==> src/rtl/ir_pkg.sv <==
// Shared constants, receiver state type and duration-window helper for the IR link.
// Transmitter and receiver both pull their default timings from here.
package ir_pkg;

  localparam int unsigned DefSbd           = 900_000;
  localparam int unsigned DefSsd           = 450_000;
  localparam int unsigned DefBbd           = 60_000;
  localparam int unsigned DefBsd0          = 60_000;
  localparam int unsigned DefBsd1          = 160_000;
  localparam int unsigned DefMargin        = 20_000;
  localparam int unsigned DefMessageLength = 30;

  localparam int unsigned CntWidth = 32;

  typedef enum logic [2:0] {
    StIdle,
    StSyncBurst,
    StSyncSilence,
    StBitBurst,
    StBitSilence
  } rx_state_e;

  // True when dur-margin <= cnt <= dur+margin; one extra bit keeps the sums from wrapping.
  function automatic logic in_window(input logic [CntWidth-1:0] cnt,
                                     input int unsigned         dur,
                                     input int unsigned         margin);
    logic [CntWidth:0] c;
    logic [CntWidth:0] d;
    logic [CntWidth:0] m;
    c = {1'b0, cnt};
    d = (CntWidth + 1)'(dur);
    m = (CntWidth + 1)'(margin);
    return ((c + m) >= d) && (c <= (d + m));
  endfunction

endpackage

==> src/rtl/ir_receiver_if.sv <==
// Line-in / message-out bundle between the IR front end, the receiver and the consumer.
interface ir_receiver_if #(
  parameter int unsigned MESSAGE_LENGTH = ir_pkg::DefMessageLength
);

  logic                      signal_in;
  logic [MESSAGE_LENGTH-1:0] data_out;
  logic                      data_valid_out;
  logic                      error_out;
  logic                      busy_out;

  modport slave (
    input  signal_in,
    output data_out,
    output data_valid_out,
    output error_out,
    output busy_out
  );

  modport master (
    output signal_in,
    input  data_out,
    input  data_valid_out,
    input  error_out,
    input  busy_out
  );

endinterface

==> src/rtl/ir_level_timer.sv <==
// Synchronises the raw IR line, flags its edges and times how long the current level has held.
module ir_level_timer
  import ir_pkg::*;
(
  input  logic                i_clk,
  input  logic                i_rst_n,
  input  logic                i_signal,
  output logic                o_level,
  output logic                o_rise,
  output logic                o_fall,
  output logic [CntWidth-1:0] o_count
);

  logic                r_meta;
  logic                r_sync;
  logic                r_prev;
  logic [CntWidth-1:0] r_count;
  logic                w_rise;
  logic                w_fall;

  assign w_rise = r_sync & ~r_prev;
  assign w_fall = ~r_sync & r_prev;

  // Count restarts at 1 on each edge, so at the closing edge it equals the level length.
  always_ff @(posedge i_clk or negedge i_rst_n) begin
    if (!i_rst_n) begin
      r_meta  <= 1'b0;
      r_sync  <= 1'b0;
      r_prev  <= 1'b0;
      r_count <= '0;
    end else begin
      r_meta <= i_signal;
      r_sync <= r_meta;
      r_prev <= r_sync;
      if (w_rise || w_fall) begin
        r_count <= CntWidth'(1);
      end else if (r_count != '1) begin
        r_count <= r_count + CntWidth'(1);
      end
    end
  end

  assign o_level = r_sync;
  assign o_rise  = w_rise;
  assign o_fall  = w_fall;
  assign o_count = r_count;

endmodule

==> src/rtl/ir_receiver.sv <==
// Pulse-distance IR frame decoder: sync burst/silence, MSB-first bits, stop mark.
// Emits the word with a one-cycle valid pulse, or a one-cycle error pulse on abort.
module ir_receiver
  import ir_pkg::*;
#(
  parameter int unsigned SBD            = DefSbd,
  parameter int unsigned SSD            = DefSsd,
  parameter int unsigned BBD            = DefBbd,
  parameter int unsigned BSD0           = DefBsd0,
  parameter int unsigned BSD1           = DefBsd1,
  parameter int unsigned MARGIN         = DefMargin,
  parameter int unsigned MESSAGE_LENGTH = DefMessageLength
) (
  input logic          clk_in,
  input logic          rst_n_in,
  ir_receiver_if.slave bus
);

  localparam int unsigned BitCntW = $clog2(MESSAGE_LENGTH) + 1;

  localparam logic [CntWidth-1:0] SbdMax  = CntWidth'(SBD + MARGIN);
  localparam logic [CntWidth-1:0] SsdMax  = CntWidth'(SSD + MARGIN);
  localparam logic [CntWidth-1:0] BbdMax  = CntWidth'(BBD + MARGIN);
  localparam logic [CntWidth-1:0] Bsd1Max = CntWidth'(BSD1 + MARGIN);

  logic                w_level;
  logic                w_rise;
  logic                w_fall;
  logic [CntWidth-1:0] w_count;
  logic                w_win0;
  logic                w_win1;

  rx_state_e                 r_state;
  logic [BitCntW-1:0]        r_bit_cnt;
  logic [MESSAGE_LENGTH-1:0] r_shift;
  logic [MESSAGE_LENGTH-1:0] r_data;
  logic                      r_valid;
  logic                      r_error;
  logic                      r_busy;

  rx_state_e                 w_state_next;
  logic [BitCntW-1:0]        w_bit_cnt_next;
  logic [MESSAGE_LENGTH-1:0] w_shift_next;
  logic [MESSAGE_LENGTH-1:0] w_data_next;
  logic                      w_valid_next;
  logic                      w_busy_next;
  logic                      w_abort;

  ir_level_timer u_level_timer (
    .i_clk    (clk_in),
    .i_rst_n  (rst_n_in),
    .i_signal (bus.signal_in),
    .o_level  (w_level),
    .o_rise   (w_rise),
    .o_fall   (w_fall),
    .o_count  (w_count)
  );

  assign w_win0 = in_window(w_count, BSD0, MARGIN);
  assign w_win1 = in_window(w_count, BSD1, MARGIN);

  always_comb begin
    w_state_next   = r_state;
    w_bit_cnt_next = r_bit_cnt;
    w_shift_next   = r_shift;
    w_data_next    = r_data;
    w_busy_next    = r_busy;
    w_valid_next   = 1'b0;
    w_abort        = 1'b0;

    unique case (r_state)
      StIdle: begin
        if (w_rise) begin
          w_state_next   = StSyncBurst;
          w_busy_next    = 1'b1;
          w_bit_cnt_next = '0;
        end
      end
      StSyncBurst: begin
        if (w_fall) begin
          if (in_window(w_count, SBD, MARGIN)) w_state_next = StSyncSilence;
          else w_abort = 1'b1;
        end else if (w_level && (w_count > SbdMax)) begin
          w_abort = 1'b1;
        end
      end
      StSyncSilence: begin
        if (w_rise) begin
          if (in_window(w_count, SSD, MARGIN)) w_state_next = StBitBurst;
          else w_abort = 1'b1;
        end else if (!w_level && (w_count > SsdMax)) begin
          w_abort = 1'b1;
        end
      end
      StBitBurst: begin
        if (w_fall) begin
          if (in_window(w_count, BBD, MARGIN)) w_state_next = StBitSilence;
          else w_abort = 1'b1;
        end else if (w_level && (w_count > BbdMax)) begin
          w_abort = 1'b1;
        end
      end
      StBitSilence: begin
        if (w_rise) begin
          if (w_win0 || w_win1) begin
            // A zero wins if both windows ever match.
            w_shift_next   = {r_shift[MESSAGE_LENGTH-2:0], ~w_win0};
            w_bit_cnt_next = r_bit_cnt + BitCntW'(1);
            if (w_bit_cnt_next == BitCntW'(MESSAGE_LENGTH)) begin
              // This rise is the stop mark; its length is never examined.
              w_data_next    = w_shift_next;
              w_valid_next   = 1'b1;
              w_busy_next    = 1'b0;
              w_bit_cnt_next = '0;
              w_state_next   = StIdle;
            end else begin
              w_state_next = StBitBurst;
            end
          end else begin
            w_abort = 1'b1;
          end
        end else if (!w_level && (w_count > Bsd1Max)) begin
          w_abort = 1'b1;
        end
      end
      default: w_state_next = StIdle;
    endcase

    if (w_abort) begin
      w_state_next   = StIdle;
      w_busy_next    = 1'b0;
      w_bit_cnt_next = '0;
    end
  end

  always_ff @(posedge clk_in or negedge rst_n_in) begin
    if (!rst_n_in) begin
      r_state   <= StIdle;
      r_bit_cnt <= '0;
      r_shift   <= '0;
      r_data    <= '0;
      r_valid   <= 1'b0;
      r_error   <= 1'b0;
      r_busy    <= 1'b0;
    end else begin
      r_state   <= w_state_next;
      r_bit_cnt <= w_bit_cnt_next;
      r_shift   <= w_shift_next;
      r_data    <= w_data_next;
      r_valid   <= w_valid_next;
      r_error   <= w_abort;
      r_busy    <= w_busy_next;
    end
  end

  assign bus.data_out       = r_data;
  assign bus.data_valid_out = r_valid;
  assign bus.error_out      = r_error;
  assign bus.busy_out       = r_busy;

endmodule

==> src/flat_wrapper.sv <==
// flat-port wrapper written by rule: the top's interface ports become plain ports
module ir_receiver_flat import ir_pkg::*;
#(
  parameter int unsigned SBD            = DefSbd,
  parameter int unsigned SSD            = DefSsd,
  parameter int unsigned BBD            = DefBbd,
  parameter int unsigned BSD0           = DefBsd0,
  parameter int unsigned BSD1           = DefBsd1,
  parameter int unsigned MARGIN         = DefMargin,
  parameter int unsigned MESSAGE_LENGTH = DefMessageLength
)
  (clk_in, rst_n_in, bus_signal_in, bus_data_out, bus_data_valid_out, bus_error_out, bus_busy_out);
  ir_receiver_if #(.MESSAGE_LENGTH(MESSAGE_LENGTH)) bus_i ();
  input logic clk_in;
  input logic rst_n_in;
  input wire logic [$bits(bus_i.signal_in)-1:0] bus_signal_in;
  output wire logic [$bits(bus_i.data_out)-1:0] bus_data_out;
  output wire logic [$bits(bus_i.data_valid_out)-1:0] bus_data_valid_out;
  output wire logic [$bits(bus_i.error_out)-1:0] bus_error_out;
  output wire logic [$bits(bus_i.busy_out)-1:0] bus_busy_out;
  assign bus_i.signal_in = bus_signal_in;
  assign bus_data_out = bus_i.data_out;
  assign bus_data_valid_out = bus_i.data_valid_out;
  assign bus_error_out = bus_i.error_out;
  assign bus_busy_out = bus_i.busy_out;
  ir_receiver #(.SBD(SBD), .SSD(SSD), .BBD(BBD), .BSD0(BSD0), .BSD1(BSD1), .MARGIN(MARGIN), .MESSAGE_LENGTH(MESSAGE_LENGTH)) u_core (.clk_in(clk_in), .rst_n_in(rst_n_in), .bus(bus_i));
endmodule
==> config.mk <==
export PLATFORM = sky130hd
export DESIGN_NAME = ir_receiver_flat
export DESIGN_NICKNAME = d
export VERILOG_FILES = /design/src/rtl/ir_pkg.sv /design/src/rtl/ir_receiver_if.sv /design/src/rtl/ir_level_timer.sv /design/src/rtl/ir_receiver.sv /design/src/flat_wrapper.sv
export SDC_FILE = /design/constraint.sdc
export NUM_CORES = 1
export LEC_CHECK = 0
export ABC_AREA = 1
export CORE_MARGIN = 2
export CORE_UTILIZATION = 30
export CTS_CLUSTER_DIAMETER = 80
export DETAILED_ROUTE_END_ITERATION = 10
export GPL_ROUTABILITY_DRIVEN = 0
export PLACE_DENSITY = 0.47
export SLEW_MARGIN = 20
export SYNTH_ARGS = -nofsm -noshare
export SYNTH_HDL_FRONTEND = slang
export SYNTH_HIERARCHICAL = 1
export SYNTH_SLANG_ARGS = --single-unit
==> constraint.sdc <==
create_clock -name clk_in -period 3.73 [get_ports clk_in]
set_input_delay 0.746 -clock clk_in [delete_from_list [all_inputs] [get_ports clk_in]]
set_output_delay 0.746 -clock clk_in [all_outputs]
set_load 0.05 [all_outputs]
==> impl_metrics.toml, run 1 <==
[cells_and_area]
final_layout_size_suffix_gt1_frac = 0.0894
diodes = 0
finalNetCount = 1160
design_area_sq_mm = 0.00828
area_growth_pct = 14.8
num-fill-cells = 2562

[floorplanning]
num_rows = 56
start_util = 0.306
io_pins = 36
fp.dieW_um = 159
core_sq_mm = 0.0235
die_h_um = 159
dieArea_sq_mm = 0.0253

[timing]
holdWs_ns = 0.346
rsz0062_at_grt = "no"
worst_pin_slew_ns = 0.602
drv_slew = 0
hold_viol = 0
fin_tns_setup_ns = 0
fin_crit_sh = 0.846
fin_crit_ns = 3.16
slew_headroom = 0.595
setup_viol = 0
skew_ns = 0.0209
max_freq_mhz = 317

[yosys]
syn-cell-area_sq_mm = 0.00721
synth_most_common_cell = "nand2_1"
synth-seq-cells = 106
netlist_instances = 1107
synth_ff_type = "dfrtp_1"
syn-num-nets = 1120
async_flop_share = 1.00
ys_top_cells_by_area = "dfrtp_1, nand2_1, nand3_1"
ys_types = 39
synth_edf_count = 0
synth_common_cells = "nand2_1, nor2_1, inv_1"
yosysTopAreaCellShare = 0.368
post_synth.cell_area_avg_sq_um = 6.51
yosys.area.top_type = "dfrtp_1"
synth_seq_area_share = 0.368
ys_warn_count = 6

[worst_setup_path]
cp_data_required_time_ns = 4.01
crit_path_start_kind = "register"
crit_path_end_kind = "register"
path_class = "register to register"
reg2reg_depth = 19
arrival_ns = 3.44
cp_max_fo = 44

[power]
switching_share = 0.329
p_comb_frac = 0.171
peakVddDrop_v = 0.000242
p_int_w = 0.00180
power.density_mw_per_mm2 = 323
p_sw_w = 0.000880
p_leak_nw = 3.91
power.total_w = 0.00268
pwr-share-clk = 0.371
p_seq_frac = 0.458

[clock_network]
cts_max_level = 3
cts_tree = "done"
clockBufferDepth = 2
cts_sinks = 106
cts-root-buf = "clkbuf_16"
clk_latency_ns = 0.37
cts_resized = 0
hold_buffers = 0
clk_pin_slew_ns = 0.10
postCtsSetupRepairBufs = 0
numCtsBuffers = 9

[route]
dr.pass1.iters = 6
drtIter0Drc = 478
drc = 0
vias_per_cell = 4.69
routed_wl_um = 21900
drt-wirelength-per-cell_um = 14.9
ant_nets = 0
vias = 6905

[placement]
placed_area_sq_mm = 0.00797
port_buffers = 35
dp_hpwl_um = 16700

[global_routing]
grt_max_degree = 75
overflow = 0
antenna_found_initial = 0
grt_pass1_wl_um = 36200
grt_pass1_vias = 6704
grt.total_usage = 0.179

[job]
cap_violations = 0

[min_path]
hp-class = "input pin to asynchronous set/reset pin"

[status]
status = "completed"
sequential cells by signal (all words and copies together) (netlist names):
signal and flops:
u_core/bus.busy_out 1, u_core/u_level_timer/r_prev 1, u_core/bus.data_out 30, u_core/u_level_timer/o_level 1, u_core/r_shift 29, u_core/bus.error_out 1
u_core/r_state 3, u_core/u_level_timer/r_meta 1, u_core/u_level_timer/o_count 32, u_core/r_bit_cnt 6, u_core/bus.data_valid_out 1
logic make-up after synthesis:
logic type / share of synthesized area
DFF: 0.368
and+or+nand+nor: 0.455
AOI/OAI and AO/OA: 0.0641
xor gates and xnor gates: 0.00486
adders and majority gates: 0.0174
buffers and inverters: 0.0908
path summary, 6_finish.rpt:
path	start	endpoint	slack, ns
worst max register to register	u_core/u_level_timer/o_count[16]$_DFFE_PN0P_	u_core/bus.data_out[18]$_DFFE_PN0P_	0.57
worst min-delay path	rst_n_in	u_core/u_level_timer/o_count[9]$_DFFE_PN0P_	0.35
worst min register to register	u_core/u_level_timer/r_meta$_DFF_PN0_	u_core/u_level_timer/o_level$_DFF_PN0_	0.38
min in group clk_in	u_core/u_level_timer/r_meta$_DFF_PN0_	u_core/u_level_timer/o_level$_DFF_PN0_	0.38
max in group asynchronous	rst_n_in	u_core/u_level_timer/o_count[21]$_DFFE_PN0P_	2.61
worst max-delay path	u_core/u_level_timer/o_count[16]$_DFFE_PN0P_	u_core/bus.data_out[18]$_DFFE_PN0P_	0.57
power groups by stage:
| stage | registers, W | clock network (W) | logic, W |
|---|---|---|---|
| floorplan | 0.00127 | 0 | 0.000310 |
| global placement | 0.00125 | 0 | 0.000459 |
| detailed placement | 0.00125 | 0 | 0.000461 |
| CTS | 0.00122 | 0.00104 | 0.000461 |
| global route | 0.00123 | 0.00108 | 0.000528 |
| finish | 0.00122 | 0.000993 | 0.000459 |
through the flow:
stage,std cells,utilization,worst slack [ns]
after floorplan,1107,-,1.12
after global placement,1455,0.338,0.644
after detailed placement,1455,0.338,0.600
after CTS,1471,0.352,0.591
after global routing,1471,0.352,0.152
final,1471,0.352,0.574
metal layers:
layer | global-route usage | up-vias | part of all wire | wire length (um)
li1 | - | 3590 | - | -
met1 | 0.247 | 3165 | 0.50 | 10900
met2 | 0.291 | 125 | 0.45 | 9880
met3 | 0.0315 | 25 | 0.036 | 788
met4 | 0.0450 | 0 | 0.016 | 359
met5 | 0 | - | 0 | 0
layout by cell type (no fill, tap or decap), types with 10 or more instances in the layout:
cell type,count
o21ai_0,44
nand2_1,380
nand2_2,22
nand3_1,117
o21ai_1,22
buf_4,14
nand4_1,21
inv_1,128
a21oi_1,10
ha_1,10
clkdlybuf4s50_1,34
or2_2,13
nor3_1,17
nor2_1,133
dfrtp_1,106
final cells by class:
class	count	area, sq um	share of cell area
multi-input combinational	841	3900	0.472
sequential	106	2650	0.320
inverter	139	526	0.0635
timing repair buffer	50	485	0.0586
tap	319	399	0.0482
clock buffer	9	225	0.0272
clock inverter	7	86.3	0.0104
worst max-delay path: stages, from the launching register on:
cell	delay, ns
dfrtp_1	0.64
nand2_2	0.16
nor2_1	0.27
nand2_1	0.10
nor2_1	0.11
nand2_1	0.08
nand3_1	0.07
nand2_1	0.12
nor2_1	0.16
nand2_1	0.07
nor2_1	0.15
nand3_1	0.11
nand2_2	0.12
nand2_2	0.08
nand2_2	0.09
nor2_4	0.04
nand2_2	0.26
buf_12	0.25
nand2_1	0.08
o21ai_0	0.07
(Power assumes the default switching activity.)
==> run 2, diff against run 1 <==
--- a/config.mk
+++ b/config.mk
@@ -11,7 +11,7 @@
 export CTS_CLUSTER_DIAMETER = 80
 export DETAILED_ROUTE_END_ITERATION = 10
 export GPL_ROUTABILITY_DRIVEN = 0
-export PLACE_DENSITY = 0.47
+export PLACE_DENSITY = 0.48
 export SLEW_MARGIN = 20
 export SYNTH_ARGS = -nofsm -noshare
 export SYNTH_HDL_FRONTEND = slang
==> constraint.sdc (replaced) <==
create_clock -name clk_in -period 2.8 [get_ports clk_in]
set_input_delay 0.56 -clock clk_in [delete_from_list [all_inputs] [get_ports clk_in]]
set_output_delay 0.56 -clock clk_in [all_outputs]
set_load 0.05 [all_outputs]
==> impl_metrics.toml, run 2 (same netlist as run 1, synthesis figures left out) <==
[status]
status = "completed"

[global_routing]
antenna_found_initial = 0
grt_pass1_vias = 7094
grt.total_usage = 0.180
grt_pass1_wl_um = 36600
grt_max_degree = 59
overflow = 0

[worst_setup_path]
rrSetupSlack_ns = 0.06
crit_chain = "nand4_1 > nand2_4 > buf_12 > nand3_2 > buf_4 > nand3b_1 > nand2_2 > nand2_2 > inv_2 > nand2_2 > nor2_1 > nand3_1 > nand2_2 > nand3_1 > nand2_2 > nor2_4 > nand2_4 > buf_6 > nor3_2 > nand3_1 > nand2_1"
crit_path_end_kind = "register"
slowest_stage = "dfrtp_2"
arrival_ns = 3.04
path_common_cell = "nand2_2"
path_class = "register to register"
cp_data_required_time_ns = 3.09
crit_path_start_kind = "register"
max_stage_delay_ns = 0.45
cp_max_fo = 7

[clock_network]
cts-root-buf = "clkbuf_16"
hold_buffers = 0
clockBufferDepth = 2
numCtsBuffers = 9
clk_latency_ns = 0.36
clk_pin_slew_ns = 0.08
cts_max_level = 3
cts_tree = "done"
cts_sinks = 106

[placement]
port_buffers = 35
dp_hpwl_um = 17400
placed_cells = 1555
placed_area_sq_mm = 0.00872

[route]
ant_nets = 0
drc = 0
dr.pass1.iters = 5
vias = 7450
vias_per_cell = 4.69
drtIter0Drc = 494
drt-wirelength-per-cell_um = 14.3
routed_wl_um = 22800

[power]
peakVddDrop_v = 0.000295
power.total_w = 0.00376
p_leak_nw = 4.65
power.density_mw_per_mm2 = 386

[timing]
slew_headroom = 0.571
hold_viol = 0
drv_slew = 0
worst_pin_slew_ns = 0.638
fin_crit_ns = 2.74
skew_ns = 0.0143
rsz0062_at_grt = "yes"
fin_tns_setup_ns = 0
setup_viol = 0
max_freq_mhz = 364
fin_crit_sh = 0.980

[cells_and_area]
design_area_sq_mm = 0.00974
area_growth_pct = 35.1
finalNetCount = 1278
finalNonFillerCells = 1589
final_layout_size_suffix_gt1_frac = 0.258
num-fill-cells = 2497
diodes = 0
layout_commonest_cell = "nand2_1"
largest_reg_flops = 32
seq_area_sq_mm = 0.00268
multi_input_area_sq_mm = 0.00437
final_cell_mix = "nand2_1, inv_1, buf_4"

[floorplanning]
fp.dieW_um = 159
core_sq_mm = 0.0235
io_pins = 36
die_h_um = 159
start_util = 0.306
num_rows = 56
dieArea_sq_mm = 0.0253

[job]
cap_violations = 0

[min_path]
hp-class = "input pin to asynchronous set/reset pin"
## run 2: timing repair
item	CTS	global route
buffers inserted	3	12
endpoints found under the setup margin	36	70
gates cloned	0	3
pin swaps	3	32
resized for setup	9	155
## run 2: final cells by class
class	count	share of cell area
clock inverters	6	0.00706
repair buffers	167	0.149
clock buffers	10	0.0245
inverters	139	0.0546
well taps	319	0.0410
multi-input cells	842	0.449
flip-flops and latches	106	0.275
## run 2: power by group
group          leakage, nW  switching [W]  internal (W)
clock network        0.150       0.000607      0.000727
logic                 3.07       0.000535      0.000266
registers             1.43      0.0000459       0.00158
total                 4.65        0.00119       0.00257
## run 2: worst paths after layout
kind	endpoint	depth (start not counted)	from
max	u_core/r_bit_cnt[2]$_DFFE_PN0P_	21	u_core/u_level_timer/o_count[7]$_DFFE_PN0P_
min	u_core/u_level_timer/r_prev$_DFF_PN0_	1	rst_n_in
max reg2reg	u_core/r_bit_cnt[2]$_DFFE_PN0P_	21	u_core/u_level_timer/o_count[7]$_DFFE_PN0P_
min reg2reg	u_core/u_level_timer/o_level$_DFF_PN0_	0	u_core/u_level_timer/r_meta$_DFF_PN0_
max in group asynchronous	u_core/bus.data_out[12]$_DFFE_PN0P_	2	rst_n_in
min in group clk_in	u_core/u_level_timer/o_level$_DFF_PN0_	0	u_core/u_level_timer/r_meta$_DFF_PN0_
## run 2: worst max-delay path, delay by kind of cell (launching register included)
kind / cells / cell delay [ns]
buffers and inverters: 4 / 0.46
and+or+nand+nor: 17 / 1.77
DFF: 1 / 0.45
## run 2: stage by stage
stage | hold slack [ns] | setup WS (ns) | utilization
after floorplan | 0.264 | 0.188 | -
after global placement | 0.346 | -0.00475 | 0.370
after detailed placement | 0.336 | -0.104 | 0.370
after CTS | 0.237 | 0.00758 | 0.386
after global routing | 0.257 | -0.139 | 0.414
final | 0.211 | 0.0552 | 0.414
## run 2: layer usage
layer  track usage  wire length (um)
met1         0.243             10900
met2         0.303             10900
met3        0.0253               559
met4        0.0471               413
met5             0                 0
==> patch 1 (settings of run 1) <==
Change the package constant `CntWidth` from 32 to 48.
--- a/src/rtl/ir_pkg.sv
+++ b/src/rtl/ir_pkg.sv
@@ -10,7 +10,7 @@
   localparam int unsigned DefMargin        = 20_000;
   localparam int unsigned DefMessageLength = 30;
 
-  localparam int unsigned CntWidth = 32;
+  localparam int unsigned CntWidth = 48;
 
   typedef enum logic [2:0] {
     StIdle,
Function: no difference found for any inputs over 10 cycles, from zero or initial values and one cycle with rst_n_in low; that may be too few to reach the edited logic, so the function may still have changed.
==> patch 1 against run 1 <==
  * Sequential cell count grew 16
  * Routed wire length grew 51%
  * Area after synthesis grew 30%
  * Via count grew 44%
  * Largest cell class unchanged
  * Total power grew 37%
  * Final area grew 34%
  * Critical endpoint is now u_core/r_bit_cnt[4]$_DFFE_PN0P_
  * Clock power grew 79%
  * Worst setup slack lost 340 ps
==> patch 1: results (changes against run 1) <==
** Final layout
- The register area came to 3070 um2 (+16%).
- The fraction of standard cell area in multi-input logic was 0.497 (+0.0251).
- The final sequential cell count came to 122 (+15%).
- Total of clock buffers placed in the layout :: 19 (+10)
- The portion of the layout cell area used by non-clock buffers was 0.0676 (+0.00894).

** Yosys
- Distinct cell type count of the synthesized netlist :: 43 (+10%)
- Xor-xnor portion of the synthesized cell area :: 0.00563 (+0.000766)
- Biggest area contributors in the synthesized netlist :: dfrtp_1 (33%), nand2_1 (22%), nor2_1 (9.5%), nand3_1 (8.8%), inv_1 (6.5%)
- The commonest cells after synthesis are nand2_1 (536), nor2_1 (236), nand3_1 (165).
- The part of the Yosys area used for sequential elements is 0.327 (-0.0411).

** Pwr
- The maximum ir drop on the vdd rail came to 0.000265 V (+9.6%).
- The static leakage power came to 5.36 nW (+37%).

** Placed design
- Pre-CTS setup slack :: 52.5 ps (-548 ps)

** GRT
- Maximum number of pins on one net before global-route repair :: 70 (-6.7%)
- The overall fraction of global-route tracks in use was 0.204 (+0.0256).
- The number of antenna violations at the first check in global routing was 1 (+1).
- The met2 layer usage reported by global route came to 0.310 (+0.0197).
- Via count of the first global-routing pass :: 9169 (+37%)

** Drt
- Total met3 wirelength after detailed routing :: 1890 um (+140%)
- The detailed-routing iteration count for the pre-antenna-repair pass was 5 (-1).
- The routed length on met1 was 15800 um (+44%).
- The post-detailed-route via-to-cell ratio was 4.95 (+5.4%).

** Worst setup path
- The maximum fanout along the worst path was 9 (-80%).
- End point of the critical path :: u_core/r_bit_cnt[4]$_DFFE_PN0P_
- R2R depth :: 23 (+4)

** Clock tree
- The source-to-sink clock delay at the later pin of the worst-skew pair was 430 ps (+60 ps).

** Timing
- Share of the clock period used by the worst path after layout :: 0.937 (+0.0907)
- Rel. slew slack :: 0.523 (-0.0729)

** Status
- The flow ran to the end, and the final reports show no timing, DRC or antenna violations.
patch 1: changes by cell type in the layout (fill, tap and decap cells not counted), moves of 12 or more:
cell     change
inv_1       +34
buf_4       +31
nor2_1      +99
nand3_1     +48
dfrtp_2     +12
nand2_1    +156
o21ai_0     +15
a21o_1      +15
o21ai_1     -14
nand4_1     +27
patch 1: critical path: cells and delay by family, from the launching register on:
family	cells	cell delay, ps
AND/OR/NAND/NOR	21	2680
buffers and inverters	2	130
flip-flops	1	570
patch 1: cell families after synthesis:
kind of cell,after synthesis
AOI/OAI and AO/OA,109
xor gates and xnor gates,6
adders and majority gates,10
buffers and inverters,198
DFF,122
and+or+nand+nor,1076
patch 1: per-stage QoR:
step	std cells	hold slack, ps
detailed placement	1972	343
floorplan	1521	331
finish	2005	345
global route	2004	368
CTS	2003	356
global placement	1972	341
patch 1: where the power goes:
group | switching, mW | internal (mW)
logic | 0.346 | 0.138
clock network | 0.638 | 1.15
registers | 0.0325 | 1.36
total | 1.02 | 2.65
==> patch 2 (settings of run 1) <==
Made on the original files. The 5 states of `rx_state_e` get a Gray code encoding in 3 bits.
--- a/src/rtl/ir_pkg.sv
+++ b/src/rtl/ir_pkg.sv
@@ -13,11 +13,11 @@
   localparam int unsigned CntWidth = 32;
 
   typedef enum logic [2:0] {
-    StIdle,
-    StSyncBurst,
-    StSyncSilence,
-    StBitBurst,
-    StBitSilence
+    StIdle        = 3'b000,
+    StSyncBurst   = 3'b001,
+    StSyncSilence = 3'b011,
+    StBitBurst    = 3'b010,
+    StBitSilence  = 3'b110
   } rx_state_e;
 
   // True when dur-margin <= cnt <= dur+margin; one extra bit keeps the sums from wrapping.
Formal check against the unedited RTL: same outputs for any inputs over 10 cycles, from zero or initial values and one cycle with rst_n_in low; not proved beyond that.
==> patch 2 against run 1 <==
  * Via count shrank 0.84%
  * Clock skew shrank 7.9 ps
  * Worst hold slack gained 8.1 ps
  * Global-route usage shrank 0.76 points
  * Final area is essentially flat
  * Total power shrank 1.2%
  * Worst setup slack gained 64 ps
  * Maximum frequency grew 2.1%
  * Routed wire length shrank 3.8%
  * First-iteration DRC count grew 0.63%
  * Area after synthesis grew 0.89%
  * Sequential cell count is the same
  * Synthesized cell count shrank 0.45%
  * Combinational power shrank 2%
  * Critical path type unchanged
==> patch 2: results (changes against run 1) <==
** Timing
- Min Tclk post-route :: 3090 ps (-64.2 ps)
- Final setup skew :: 13.0 ps (-7.93 ps)
- The actual slew at the worst max-slew pin is 880 ps (+278 ps).
- The worst hold slack after final layout is 354 ps (+8.08 ps).

** Worst setup path
- The arrival time reported for the critical path endpoint came to 3300 ps (-140 ps).
- Worst R2R Setup Slack :: 640 ps (+60 ps)
- Largest fanout on the critical path :: 58 (+32%)
- Cell with the largest stage delay on the worst path :: dfrtp_1
- The delay contributed by the slowest stage of the critical path was 570 ps (-70 ps).

** Clock tree
- The clock tree buffer depth came to 2 (unchanged).
- Clock input transition at the sequential cells of the worst setup and hold paths :: 80 ps (-20 ps)
- The number of instances resized during post-cts repair came to 0 (unchanged).
- Buffer cell driving the clock tree root :: clkbuf_16
- Clock insertion delay at the later pin of the skew report :: 360 ps
- Post-CTS setup buffers :: 0 (unchanged)
- H-tree level count :: 3 (unchanged)

** Drt
- The total number of vias came to 6847 (-0.84%).
- The met3 layer wire length in the routed design came to 876 um (+11%).
- The detailed-routing iteration count for the pre-antenna-repair pass came to 5 (-1).
- The detailed router's first-iteration violation count is 481 (+0.63%).
- The highest metal layer carrying signal wires in the routed design is met4.
- The routed length on met1 was 10100 um (-7.5%).
- Routed wl met2 :: 9560 um (-3.2%)
- The total wire length is 21100 um (-3.8%).

** GRT
- Total track usage :: 0.171 (-0.00762)
- Maximum number of pins on one net before global-route repair :: 107 (+43%)
- First-pass GRT wire length :: 35000 um (-3.1%)
- The number of global-route vias before repair was 6653 (-0.76%).

** Yosys
- The total number of yosys warnings came to 6 (unchanged).
- The count of mapped cells out of synthesis was 1102 (-0.45%).
- The commonest cells after synthesis are nand2_1 (374), nor2_1 (131), nand3_1 (124).
- In the synthesized netlist the dominant register cell turns out to be dfrtp_1.
- The fraction of registers with async set or reset after synthesis came to 1.00 (unchanged).
- By area the synthesized netlist is led by dfrtp_1 (36%), nand2_1 (19%), nand3_1 (8.5%), nor2_1 (6.8%), inv_1 (6.2%).
- The number of different library cells in the post-synthesis netlist was 42 (+7.7%).
- The part of the Yosys area used for sequential elements came to 0.365 (-0.00323).

** Placed design
- The total cell area at the placement stage was 7980 um2 (+0.16%).
- Placed wire-length estimate :: 16000 um (-3.9%)
- The post-placement cell count came to 1447 (-0.55%).

** Final layout
- Number of standard cells in the final layout excluding fillers :: 1463 (-0.54%)
- Number of filler cells placed in the layout :: 2635 (+2.8%)
- Number of nets in the layout :: 1152 (-0.69%)
- Fraction of final layout cells with drive strength greater than 1 :: 0.0962 (+0.00674)
- The number of flip-flops in the largest register came to 32 (unchanged).

** Hold path
- The tightest min-delay check is of the reg -> reg type.

** Pwr
- IR drop worst, VDD :: 0.000190 V (-21%)
- Internal power :: 1.80 mW (+0.46%)
- The static leakage power came to 3.94 nW (+0.95%).

** Status
- The flow ran to the end, and the final reports show no timing, DRC or antenna violations.
patch 2: cell count changes in the layout (fill, tap and decap cells not counted), sizes merged, moves of 3 or more:
cell / change
nand2: -8
nand4: -4
o21ai: +3
inv: -4
nand3b: -3
nand3: +10
nor4: -4
patch 2: cells by family (layout without fill, tap and decap cells):
| kind of cell | count (synthesis) | count (layout) | synth area share |
|---|---|---|---|
| AND/OR/NAND/NOR | 735 | 735 | 0.453 |
| flip-flops | 106 | 106 | 0.365 |
| buffers and inverters | 159 | 201 | 0.0926 |
| adder cells (fa/ha/maj) | 10 | 10 | 0.0172 |
| AO/OA/AOI/OAI | 86 | 86 | 0.0640 |
| XOR/XNOR | 6 | 6 | 0.00826 |
patch 2: cell type report:
type,instances,area (um2),area share
clock buffers,9,225,0.0272
multi-input cells,837,3950,0.477
inverters,136,515,0.0622
repair buffers,49,465,0.0562
well taps,319,399,0.0482
clock inverters,7,77.6,0.00937
flip-flops and latches,106,2650,0.320
patch 2: path summary, 6_finish.rpt:
kind | to | from | depth (start not counted)
hold / removal | u_core/u_level_timer/o_level$_DFF_PN0_ | u_core/u_level_timer/r_meta$_DFF_PN0_ | 0
min in group asynchronous | u_core/r_shift[25]$_DFFE_PN0P_ | rst_n_in | 2
max in group asynchronous | u_core/u_level_timer/o_count[29]$_DFFE_PN0P_ | rst_n_in | 2
hold reg to reg | u_core/u_level_timer/o_level$_DFF_PN0_ | u_core/u_level_timer/r_meta$_DFF_PN0_ | 0
setup reg to reg | u_core/r_shift[5]$_DFFE_PN0P_ | u_core/u_level_timer/o_count[5]$_DFFE_PN0P_ | 18
setup / recovery | u_core/r_shift[5]$_DFFE_PN0P_ | u_core/u_level_timer/o_count[5]$_DFFE_PN0P_ | 18
patch 2: worst max-delay path, delay by kind of cell, from the launching register on:
| family | cells | cell delay [ps] |
|---|---|---|
| simple gates | 15 | 1470 |
| fa+ha+maj | 1 | 280 |
| flops | 1 | 570 |
| compound gates | 1 | 170 |
| buf+inv | 1 | 430 |
patch 2: routing by layer:
metal / vias up / GRT usage
met5: - / 0
li1: 3561 / -
met4: 0 / 0.0616
met3: 41 / 0.0281
met1: 3107 / 0.235
met2: 138 / 0.272
patch 2: power by group through the flow:
stage / Combinational (mW) / Clock (mW) / Sequential, mW
after global routing: 0.516 / 1.06 / 1.23
after global placement: 0.465 / 0 / 1.25
after floorplan: 0.312 / 0 / 1.27
final: 0.451 / 0.970 / 1.22
after CTS: 0.460 / 1.01 / 1.22
after detailed placement: 0.459 / 0 / 1.25
